File: src/rtl/seven_seg_scan.sv
// ============================================================================
// seven_seg_scan: multiplexed N-digit common-anode 7-segment driver with a
// valid/ready load port, hex/decimal, signed and leading-zero blanking modes.
// Revision 1.0 - initial release
// ============================================================================
`default_nettype none

module seven_seg_scan #(
  parameter int NUM_DIGITS  = 4,
  parameter int DATA_W      = 8,
  parameter int REFRESH_DIV = 50000
) (
  input  logic                  clk,
  input  logic                  rst,
  input  logic                  load_valid,
  output logic                  load_ready,
  input  logic [DATA_W-1:0]     value,
  input  logic                  mode_dec,
  input  logic                  mode_signed,
  input  logic                  blank_lz,
  output logic [6:0]            seg,
  output logic                  dp,
  output logic [NUM_DIGITS-1:0] an,
  output logic                  overflow
);

  localparam int c_BCD_D  = (DATA_W * 301 + 999) / 1000;
  localparam int c_HEX_D  = (DATA_W + 3) / 4;
  localparam int c_MAX_BH = (c_BCD_D > c_HEX_D) ? c_BCD_D : c_HEX_D;
  localparam int c_ALL_D  = (c_MAX_BH > NUM_DIGITS) ? c_MAX_BH : NUM_DIGITS;
  localparam int c_IW     = (NUM_DIGITS > 1) ? $clog2(NUM_DIGITS) : 1;
  localparam int c_PW     = (REFRESH_DIV > 1) ? $clog2(REFRESH_DIV) : 1;
  localparam int c_CW     = $clog2(DATA_W);

  localparam logic [1:0] c_S_IDLE   = 2'd0;
  localparam logic [1:0] c_S_CONV   = 2'd1;
  localparam logic [1:0] c_S_COMMIT = 2'd2;

  function automatic logic [6:0] f_glyph(input logic [3:0] d);
    case (d)
      4'h0: f_glyph = 7'h40;  4'h1: f_glyph = 7'h79;
      4'h2: f_glyph = 7'h24;  4'h3: f_glyph = 7'h30;
      4'h4: f_glyph = 7'h19;  4'h5: f_glyph = 7'h12;
      4'h6: f_glyph = 7'h02;  4'h7: f_glyph = 7'h78;
      4'h8: f_glyph = 7'h00;  4'h9: f_glyph = 7'h10;
      4'hA: f_glyph = 7'h08;  4'hB: f_glyph = 7'h03;
      4'hC: f_glyph = 7'h46;  4'hD: f_glyph = 7'h21;
      4'hE: f_glyph = 7'h06;  default: f_glyph = 7'h0E;
    endcase
  endfunction

  logic [1:0]             r_state, w_state_nxt;
  logic                   w_accept, w_conv, w_commit;
  logic                   w_neg;
  logic [DATA_W-1:0]      w_mag;
  logic [DATA_W-1:0]      r_mag, r_sh;
  logic [4*c_BCD_D-1:0]   r_bcd, w_adj;
  logic [c_CW-1:0]        r_cnt;
  logic                   r_neg, r_dec, r_blank;
  logic [4*c_ALL_D-1:0]   w_src;
  logic [c_ALL_D:1]       w_nzab;
  logic                   w_ovf;
  logic [6:0]             w_glyph [NUM_DIGITS];
  logic [6:0]             r_dig   [NUM_DIGITS];
  logic                   r_ovf, r_disp_neg;
  logic [c_PW-1:0]        r_pre;
  logic [c_IW-1:0]        r_scan;
  logic [6:0]             r_seg;
  logic                   r_dp;
  logic [NUM_DIGITS-1:0]  r_an;

  always_ff @(posedge clk or posedge rst) begin
    if (rst) r_state <= c_S_IDLE;
    else     r_state <= w_state_nxt;
  end

  always_comb begin
    w_state_nxt = r_state;
    case (r_state)
      c_S_IDLE:   if (load_valid) w_state_nxt = mode_dec ? c_S_CONV : c_S_COMMIT;
      c_S_CONV:   if (r_cnt == c_CW'(DATA_W - 1)) w_state_nxt = c_S_COMMIT;
      c_S_COMMIT: w_state_nxt = c_S_IDLE;
      default:    w_state_nxt = c_S_IDLE;
    endcase
  end

  always_comb begin
    load_ready = (r_state == c_S_IDLE);
    w_accept   = load_valid && (r_state == c_S_IDLE);
    w_conv     = (r_state == c_S_CONV);
    w_commit   = (r_state == c_S_COMMIT);
  end

  // Magnitude never exceeds 2^(DATA_W-1) when negative, so DATA_W bits hold it exactly.
  assign w_neg = mode_signed & value[DATA_W-1];
  assign w_mag = w_neg ? (~value + DATA_W'(1)) : value;

  always_comb begin
    w_adj = r_bcd;
    for (int i = 0; i < c_BCD_D; i++)
      if (r_bcd[4*i +: 4] >= 4'd5) w_adj[4*i +: 4] = r_bcd[4*i +: 4] + 4'd3;
  end

  always_ff @(posedge clk or posedge rst) begin
    if (rst) begin
      r_mag   <= '0;
      r_sh    <= '0;
      r_bcd   <= '0;
      r_cnt   <= '0;
      r_neg   <= 1'b0;
      r_dec   <= 1'b0;
      r_blank <= 1'b0;
    end else if (w_accept) begin
      r_mag   <= w_mag;
      r_sh    <= w_mag;
      r_bcd   <= '0;
      r_cnt   <= '0;
      r_neg   <= w_neg;
      r_dec   <= mode_dec;
      r_blank <= blank_lz;
    end else if (w_conv) begin
      r_bcd <= (w_adj << 1) | {{(4*c_BCD_D-1){1'b0}}, r_sh[DATA_W-1]};
      r_sh  <= {r_sh[DATA_W-2:0], 1'b0};
      r_cnt <= r_cnt + c_CW'(1);
    end
  end

  assign w_src = r_dec ? (4*c_ALL_D)'(r_bcd) : (4*c_ALL_D)'(r_mag);

  // w_nzab[i] = some nonzero digit sits at position i or above.
  always_comb begin
    w_nzab = '0;
    for (int i = c_ALL_D - 1; i >= 1; i--)
      w_nzab[i] = w_nzab[i+1] | (w_src[4*i +: 4] != 4'd0);
  end

  assign w_ovf = w_nzab[NUM_DIGITS];

  always_comb begin
    for (int i = 0; i < NUM_DIGITS; i++) w_glyph[i] = f_glyph(w_src[4*i +: 4]);
    for (int i = 1; i < NUM_DIGITS; i++)
      if (r_blank && !w_nzab[i]) w_glyph[i] = 7'h7F;
    if (w_ovf)
      for (int i = 0; i < NUM_DIGITS; i++) w_glyph[i] = 7'h3F;
  end

  always_ff @(posedge clk or posedge rst) begin
    if (rst) begin
      for (int i = 0; i < NUM_DIGITS; i++) r_dig[i] <= 7'h7F;
      r_ovf      <= 1'b0;
      r_disp_neg <= 1'b0;
    end else if (w_commit) begin
      for (int i = 0; i < NUM_DIGITS; i++) r_dig[i] <= w_glyph[i];
      r_ovf      <= w_ovf;
      r_disp_neg <= r_neg;
    end
  end

  // an/seg/dp share one register stage so a digit switch is glitch-free.
  always_ff @(posedge clk or posedge rst) begin
    if (rst) begin
      r_pre  <= '0;
      r_scan <= '0;
      r_seg  <= 7'h7F;
      r_dp   <= 1'b1;
      r_an   <= '1;
    end else begin
      if (r_pre == c_PW'(REFRESH_DIV - 1)) begin
        r_pre  <= '0;
        r_scan <= (r_scan == c_IW'(NUM_DIGITS - 1)) ? '0 : r_scan + c_IW'(1);
      end else begin
        r_pre <= r_pre + c_PW'(1);
      end
      r_an  <= ~(NUM_DIGITS'(1) << r_scan);
      r_seg <= r_dig[r_scan];
      r_dp  <= !((r_scan == c_IW'(NUM_DIGITS - 1)) && r_disp_neg && !r_ovf);
    end
  end

  assign seg      = r_seg;
  assign dp       = r_dp;
  assign an       = r_an;
  assign overflow = r_ovf;

endmodule

`default_nettype wire

File: config.mk
export PLATFORM = sky130hd
export DESIGN_NAME = seven_seg_scan
export DESIGN_NICKNAME = d
export VERILOG_FILES = /design/src/rtl/seven_seg_scan.sv
export SDC_FILE = /design/constraint.sdc
export NUM_CORES = 1
export LEC_CHECK = 0
export ABC_CLOCK_PERIOD_IN_PS = 6860
export BUFFER_PORTS_ARGS = -buffer_cell sky130_fd_sc_hd__buf_2
export CELL_PAD_IN_SITES_DETAIL_PLACEMENT = 0
export CELL_PAD_IN_SITES_GLOBAL_PLACEMENT = 1
export CORE_ASPECT_RATIO = 0.6
export CORE_MARGIN = 2
export CORE_UTILIZATION = 52
export CTS_CLUSTER_DIAMETER = 150
export DETAILED_ROUTE_END_ITERATION = 10
export PLACE_DENSITY_LB_ADDON = 0.1
export SYNTH_ARGS = -nofsm -noshare
export SYNTH_HDL_FRONTEND = slang
export SYNTH_SLANG_ARGS = --single-unit
export TNS_END_PERCENT = 10
File: constraint.sdc
create_clock -name clk -period 6.86 [get_ports clk]
set_clock_uncertainty 0.2 [all_clocks]
set_input_delay 0.686 -clock clk [delete_from_list [all_inputs] [get_ports clk]]
set_output_delay 0.686 -clock clk [all_outputs]
set_load 0.01 [all_outputs]
==> impl_metrics.py, run 1 <==
metrics = {
    "status": {
        "status": "finished clean",
    },
    "layout": {
        "finish.net_count": 581,
        "instances_no_fill": 668,
        "regArea_um2": 2270,
        "most_used_cells_in_the_layout_excluding_fill_and_tap_cells": "sky130_fd_sc_hd__nand2_1 (72), sky130_fd_sc_hd__dfrtp_1 (55)",
        "area.growth.synth_to_final_pct": 10.2,
        "num_antenna_cells": 0,
        "layout.cells.most_common": "sky130_fd_sc_hd__nand2_1",
        "final_layout_size_suffix_gt1_share_pct": 19.1,
        "num-fill-cells": 799,
        "final_core_utilization_pct": 59.9,
        "multi_input_comb_area_um2": 2540,
    },
    "synth": {
        "synth_top_cell_area_share_pct": 27.3,
        "dominantRegCellSynth": "sky130_fd_sc_hd__dfrtp_1",
        "syn_area_um2": 5050,
        "synthesis.nets": 567,
        "syn-instance-count": 519,
        "async_flop_share_pct": 100,
        "post_synth.cell_area_avg_um2": 9.73,
        "synth_seq_cells": 89,
        "ys_warn_count": 0,
        "synth_cell_types": 61,
        "synth_top_cells_by_area": "sky130_fd_sc_hd__dfrtp_1 (27%), sky130_fd_sc_hd__dfstp_2 (18%), sky130_fd_sc_hd__ha_1 (8.4%), sky130_fd_sc_hd__nand2_1 (5.4%), sky130_fd_sc_hd__o21ai_0 (3.4%)",
        "netlist.top_cell.by_area": "sky130_fd_sc_hd__dfrtp_1",
        "synth-edff-count": 0,
        "synth_seq_area_share_pct": 44.9,
    },
    "clock_tree": {
        "numClockSinks": 89,
        "cts_buffer_depth": 2,
        "cts_made_buffers": 9,
        "root_buffer": "sky130_fd_sc_hd__clkbuf_16",
        "cts_htree_levels": 3,
        "cts_hold_buf": 0,
        "post_cts.repair.setup_buffers": 0,
        "cts.repair.resized": 0,
        "worst_skew_pair.late_latency_ns": 0.35,
        "worst_setup_hold_path_clk_slew_ns": 0.07,
        "tritoncts": "built",
    },
    "grt": {
        "antenna_found_initial": 0,
        "grt_usage_pct": 21.8,
        "grt_first_pass_wirelength_um": 17800,
        "first_global_vias": 3490,
        "grt_start_max_net_pins": 55,
        "global_route_overflow": 0,
    },
    "floorplan": {
        "initial_core_util_pct": 54.4,
        "die_h_um": 80.3,
        "fp-row-count": 27,
        "floorplan.die_area_um2": 10500,
        "num_io_pins": 28,
        "placeableCoreArea_um2": 9290,
        "dieWidth_um": 131,
    },
    "sta": {
        "finalSetupTns_ns": 0,
        "max_slew.worst_pin.slew_ns": 1.20,
        "timing.final.setup_violations": 0,
        "maximum_clock_frequency_mhz": 345,
        "finalCritPeriodShare_pct": 42.3,
        "hold_viol_final": 0,
        "layout_min_cycle_time_ns": 2.90,
        "slew_violations": 0,
        "unrepaired_setup_endpoints_after_global_routing": "false",
        "worst_hold_slack_ns": 0.180,
        "slew-limit-headroom_pct": 20.2,
    },
    "min_path": {
        "hp_class": "input port to asynchronous set/reset pin",
    },
    "placement": {
        "place_congestion": 0.835,
        "numPortBuffers": 26,
        "place_hpwl_um": 7530,
        "dp.cells": 652,
    },
    "worst_setup_path": {
        "worstReg2RegEnd": "r_dig[24]$_DFFE_PP1N_",
        "criticalPathCategory": "flip-flop to flip-flop",
        "r2r_cells": 4,
        "required_ns": 6.94,
        "critPathCaptureType": "flip-flop",
        "start_kind": "flip-flop",
        "timing.critical_path.fanout_max": 24,
        "r2r_slack_ns": 3.96,
        "rr_startpoint": "r_dec$_DFFE_PP0P_",
        "arrival_ns": 2.98,
    },
    "pwr": {
        "clock_power_share_pct": 22.0,
        "netSwitchingPower_uw": 940,
        "part_of_the_power_in_registers_pct": 38.8,
        "finalPower_uw": 2410,
        "static-leakage-power_uw": 0.00245,
        "sw_frac_of_total_pct": 39.0,
        "power_density_of_the_placed_cells_nw_per_um2": 433,
        "maximum_resistive_drop_on_vdd_v": 0.000199,
        "power.internal_uw": 1470,
        "power_share_of_the_combinational_group_pct": 39.2,
    },
    "route": {
        "vias_per_cell": 5.46,
        "detailedRoute.firstPassIterationCount": 4,
        "vias": 3649,
        "ant_nets": 0,
        "postRouteWirelength_um": 10600,
        "first_iter_violations": 267,
        "routedWlPerCell_um": 15.8,
        "drcViolationCount": 0,
    },
    "flow_run": {
        "timing.max_cap.violations": 0,
    },
}
[final cells by class]
class                   count  share of cell area [%]
clock buffers              10                    4.50
inverters                  31                    2.11
multi-input cells         373                    45.7
repair buffers             29                    2.74
flip-flops and latches     89                    40.8
clock inverters             6                    1.26
well taps                 130                    2.92
[cell families (layout without fill, tap and decap cells)]
family	after synthesis	count (layout)	synth area share [%]
AND/OR/NAND/NOR	183	183	17.7
AO/OA/AOI/OAI	100	100	11.8
flip-flops	89	89	44.9
buffers and inverters	57	76	4.73
adder cells (fa/ha/maj)	34	34	8.42
multiplexers	31	31	8.20
XOR/XNOR	24	24	4.16
other	1	1	0.0743
[worst max-delay path by stage]
stage                       from               endpoint  slack, ns  cells past startpoint
6_report       r_dec$_DFFE_PP0P_  r_dig[24]$_DFFE_PP1N_       3.96                      4
5_1_grt        r_dec$_DFFE_PP0P_  r_dig[24]$_DFFE_PP1N_       3.75                      4
3_5_place_dp   r_dec$_DFFE_PP0P_  r_dig[24]$_DFFE_PP1N_       3.98                      4
4_1_cts        r_dec$_DFFE_PP0P_  r_dig[24]$_DFFE_PP1N_       3.98                      4
3_3_place_gp   r_dec$_DFFE_PP0P_  r_dig[24]$_DFFE_PP1N_       4.04                      4
2_1_floorplan                rst   r_bcd[0]$_DFFE_PP0P_       3.72                      1
[layer usage]
metal	vias to the layer above	global-route usage (%)	wire [µm]
met4	0	6.20	112
li1	1817	-	-
met5	-	0	0
met1	1764	32.7	5790
met2	57	31.6	4220
met3	11	4.92	437
[registers in the layout, indices dropped and copies added, names as in the netlist]
name,count
r_pre,16
r_bcd,12
r_blank,1
r_state,2
r_scan,2
seg,7
r_dec,1
r_neg,1
r_sh,8
r_mag,8
r_disp_neg,1
an,4
r_cnt,3
dp,1
r_dig,22
[through the flow]
stage / area, µm² / worst slack (ns)
2_1_floorplan: 5050 / 3.72
3_3_place_gp: 5240 / 4.04
3_5_place_dp: 5240 / 3.98
4_1_cts: 5560 / 3.98
5_1_grt: 5560 / 3.75
6_report: 5560 / 3.96
[cells in the mapped netlist, drive strengths merged (7+ instances only)]
library cell / number
xor2: 8
dfrtp: 55
mux2i: 17
nand3: 21
buf: 10
nor3: 10
and3: 8
xnor2: 16
a21oi: 28
o21ai: 37
a31oi: 8
mux4: 7
inv: 31
dfstp: 34
nor2: 34
nand2: 73
nand2b: 9
mux2: 7
clkbuf: 16
ha: 34
[critical path, stage by stage, from the launching register on]
cell and delay, ns:
sky130_fd_sc_hd__dfrtp_1 0.98, sky130_fd_sc_hd__mux2i_1 0.94, sky130_fd_sc_hd__mux4_2 0.60, sky130_fd_sc_hd__nand2_1 0.08, sky130_fd_sc_hd__nand2_1 0.04
[power by group through the flow]
| stage | Combinational (µW) | Clock, µW | Sequential, µW |
|---|---|---|---|
| 6_report | 945 | 529 | 936 |
| 5_1_grt | 1070 | 559 | 964 |
| 4_1_cts | 944 | 536 | 934 |
| 3_5_place_dp | 938 | 0 | 941 |
| 3_3_place_gp | 916 | 0 | 939 |
| 2_1_floorplan | 785 | 0 | 856 |
Power figures use the tool's default switching activity.
==> run 2, diff against run 1 <==
--- a/config.mk
+++ b/config.mk
@@ -5,13 +5,13 @@
 export SDC_FILE = /design/constraint.sdc
 export NUM_CORES = 1
 export LEC_CHECK = 0
-export ABC_CLOCK_PERIOD_IN_PS = 6860
+export ABC_CLOCK_PERIOD_IN_PS = 2400
 export BUFFER_PORTS_ARGS = -buffer_cell sky130_fd_sc_hd__buf_2
 export CELL_PAD_IN_SITES_DETAIL_PLACEMENT = 0
 export CELL_PAD_IN_SITES_GLOBAL_PLACEMENT = 1
 export CORE_ASPECT_RATIO = 0.6
 export CORE_MARGIN = 2
-export CORE_UTILIZATION = 52
+export CORE_UTILIZATION = 44
 export CTS_CLUSTER_DIAMETER = 150
 export DETAILED_ROUTE_END_ITERATION = 10
 export PLACE_DENSITY_LB_ADDON = 0.1
==> constraint.sdc (replaced) <==
create_clock -name clk -period 2.4 [get_ports clk]
set_clock_uncertainty 0.2 [all_clocks]
set_input_delay 0.24 -clock clk [delete_from_list [all_inputs] [get_ports clk]]
set_output_delay 0.24 -clock clk [all_outputs]
set_load 0.01 [all_outputs]
==> run 2 against run 1 <==
  * Worst hold slack worse by 0.14 ns
  * Sequential power grew to 2.8 times the previous value
  * Sequential cell count stayed put
  * Combinational power grew to 3.2 times the previous value
  * Utilization is 8.6 points lower
  * Clock power grew to 2.8 times the previous value
  * Critical path depth is 3 higher
  * Routed wire length is 11% higher
  * Via count is 4.0% higher
  * Count of clock-buffer cells in the layout stayed put
  * Global-route usage is 1.5 points lower
  * Largest cell class unchanged
  * Largest power group unchanged
==> impl_metrics.py, run 2 (same netlist as run 1, synthesis figures left out) <==
metrics = {
    "layout": {
        "finish.net_count": 604,
        "layout.cell_area.non_filler_um2": 5770,
        "num_antenna_cells": 0,
        "largestRegisters": "r_dig x22, r_pre x16, r_bcd x12",
        "area.growth.synth_to_final_pct": 14.3,
        "final_layout_size_suffix_gt1_share_pct": 21.9,
        "layout.cells.most_common": "sky130_fd_sc_hd__nand2_1",
        "most_used_cells_in_the_layout_excluding_fill_and_tap_cells": "sky130_fd_sc_hd__nand2_1 (72), sky130_fd_sc_hd__dfrtp_1 (55), sky130_fd_sc_hd__o21ai_0 (34), sky130_fd_sc_hd__ha_1 (34), sky130_fd_sc_hd__dfstp_2 (34)",
        "final_core_utilization_pct": 51.3,
        "largest_register_ff_count": 22,
        "num-fill-cells": 1059,
        "largest-register": "r_dig",
    },
    "clock_tree": {
        "post_cts.repair.setup_buffers": 0,
        "numClockSinks": 89,
        "cts_htree_levels": 3,
        "tritoncts": "built",
        "cts_buffer_depth": 2,
        "root_buffer": "sky130_fd_sc_hd__clkbuf_16",
        "worst_setup_hold_path_clk_slew_ns": 0.07,
        "cts_made_buffers": 9,
        "worst_skew_pair.late_latency_ns": 0.34,
    },
    "worst_setup_path": {
        "r2r_cells": 7,
        "rr_startpoint": "r_dec$_DFFE_PP0P_",
        "timing.critical_path.from": "r_dec$_DFFE_PP0P_",
        "worstReg2RegEnd": "r_dig[13]$_DFFE_PP1N_",
        "critPathCaptureType": "flip-flop",
        "start_kind": "flip-flop",
        "required_ns": 2.47,
        "criticalPathCategory": "flip-flop to flip-flop",
        "max_stage_delay_ns": 0.43,
        "arrival_ns": 2.35,
        "crit_family": "flip-flops",
        "slowest_stage": "sky130_fd_sc_hd__dfrtp_1",
        "crit_path_cell_trace": "buf_4 > nand2_1 > inv_1 > ha_1 > mux2_2 > a2111oi_0 > nor2_1",
        "r2r_slack_ns": 0.12,
        "critical_path.n_buffers_inverters": 2,
        "timing.critical_path.fanout_max": 16,
    },
    "grt": {
        "grt_first_pass_wirelength_um": 19400,
        "grt_start_max_net_pins": 90,
        "antenna_found_initial": 0,
        "global_route_overflow": 0,
        "grt_usage_pct": 20.4,
        "first_global_vias": 3696,
    },
    "floorplan": {
        "initial_core_util_pct": 44.8,
        "die_h_um": 87.0,
        "fp-row-count": 30,
        "floorplan.die_area_um2": 12400,
        "num_io_pins": 28,
        "placeableCoreArea_um2": 11300,
        "dieWidth_um": 142,
    },
    "pwr": {
        "static-leakage-power_uw": 0.00256,
        "power_density_of_the_placed_cells_nw_per_um2": 1240,
        "maximum_resistive_drop_on_vdd_v": 0.000432,
    },
    "route": {
        "detailedRoute.firstPassIterationCount": 4,
        "postRouteWirelength_um": 11700,
        "drcViolationCount": 0,
        "routedWlPerCell_um": 16.7,
        "first_iter_violations": 237,
        "vias_per_cell": 5.38,
        "vias": 3794,
        "ant_nets": 0,
    },
    "sta": {
        "finalCritPeriodShare_pct": 95.2,
        "unrepaired_setup_endpoints_after_global_routing": "false",
        "max_slew.worst_pin.slew_ns": 0.575,
        "layout_min_cycle_time_ns": 2.28,
        "maximum_clock_frequency_mhz": 438,
        "worst_hold_slack_ns": 0.0383,
        "hold_viol_final": 0,
        "timing.final.setup_violations": 0,
        "slew_violations": 0,
        "slew-limit-headroom_pct": 60.6,
        "finalSetupTns_ns": 0,
    },
    "placement": {
        "place_congestion": 0.831,
        "numPortBuffers": 26,
        "placement.cell_area_um2": 5420,
        "place_hpwl_um": 8530,
    },
    "flow_run": {
        "timing.max_cap.violations": 0,
    },
    "min_path": {
        "worst_hold_startpoint": "value[6]",
        "hp_class": "input port to flip-flop",
        "min_delay_path_depth": 3,
        "endpoint_of_the_worst_hold_path": "r_sh[6]$_DFFE_PP0P_",
    },
    "status": {
        "status": "finished clean",
    },
}
[run 2: per-layer routing]
metal  share of wire (%)  vias to the layer above  track usage [%]
met2                  41                       67             29.2
met3                 3.5                       10             4.18
met1                  55                     1861             31.6
met5                   0                        -                0
li1                    -                     1856                -
met4                0.66                        0             4.32
[run 2: worst max path at each step]
stage                                 end  depth (start not counted)  slack (ns)
detailed placement  r_dig[13]$_DFFE_PP1N_                          7        0.17
CTS                 r_dig[13]$_DFFE_PP1N_                          7        0.13
floorplan           r_dig[13]$_DFFE_PP1N_                          9        0.13
global route        r_dig[19]$_DFFE_PP1N_                          8        0.01
finish              r_dig[13]$_DFFE_PP1N_                          7        0.12
global placement    r_dig[13]$_DFFE_PP1N_                          7        0.21
[run 2: power by group]
group / switching, µW / internal (µW)
Clock: 620 / 871
Sequential: 448 / 2170
Combinational: 1720 / 1340
Total: 2790 / 4380
[run 2: per-stage QoR]
stage	power, µW	setup slack (ns)	cells
finish	7170	0.115	705
global route	7740	0.0135	705
CTS	7210	0.134	705
detailed placement	5690	0.172	685
global placement	5600	0.207	685
floorplan	4690	0.128	519
[run 2: layout make-up]
class                   instances  area [µm²]  share of cell area, %
clock buffers                  10         250                   4.33
well taps                     144         180                   3.12
clock inverters                 6        62.6                   1.08
repair buffers                 52         348                   6.02
inverters                      31         120                   2.08
flip-flops and latches         89        2270                   39.3
multi-input cells             373        2540                   44.1
[run 2: repair_timing]
item,in CTS,in global routing
hold endpoints to repair,59,0
endpoints found under the setup margin,0,2
gates resized for setup,0,1
hold buffers,4,0
[run 2: worst min-delay path: cells and delay by family]
family	cells	cell delay, ns
AOI/OAI and AO/OA	1	0.07
xor gates and xnor gates	1	0.14
buffers and inverters	1	0.10
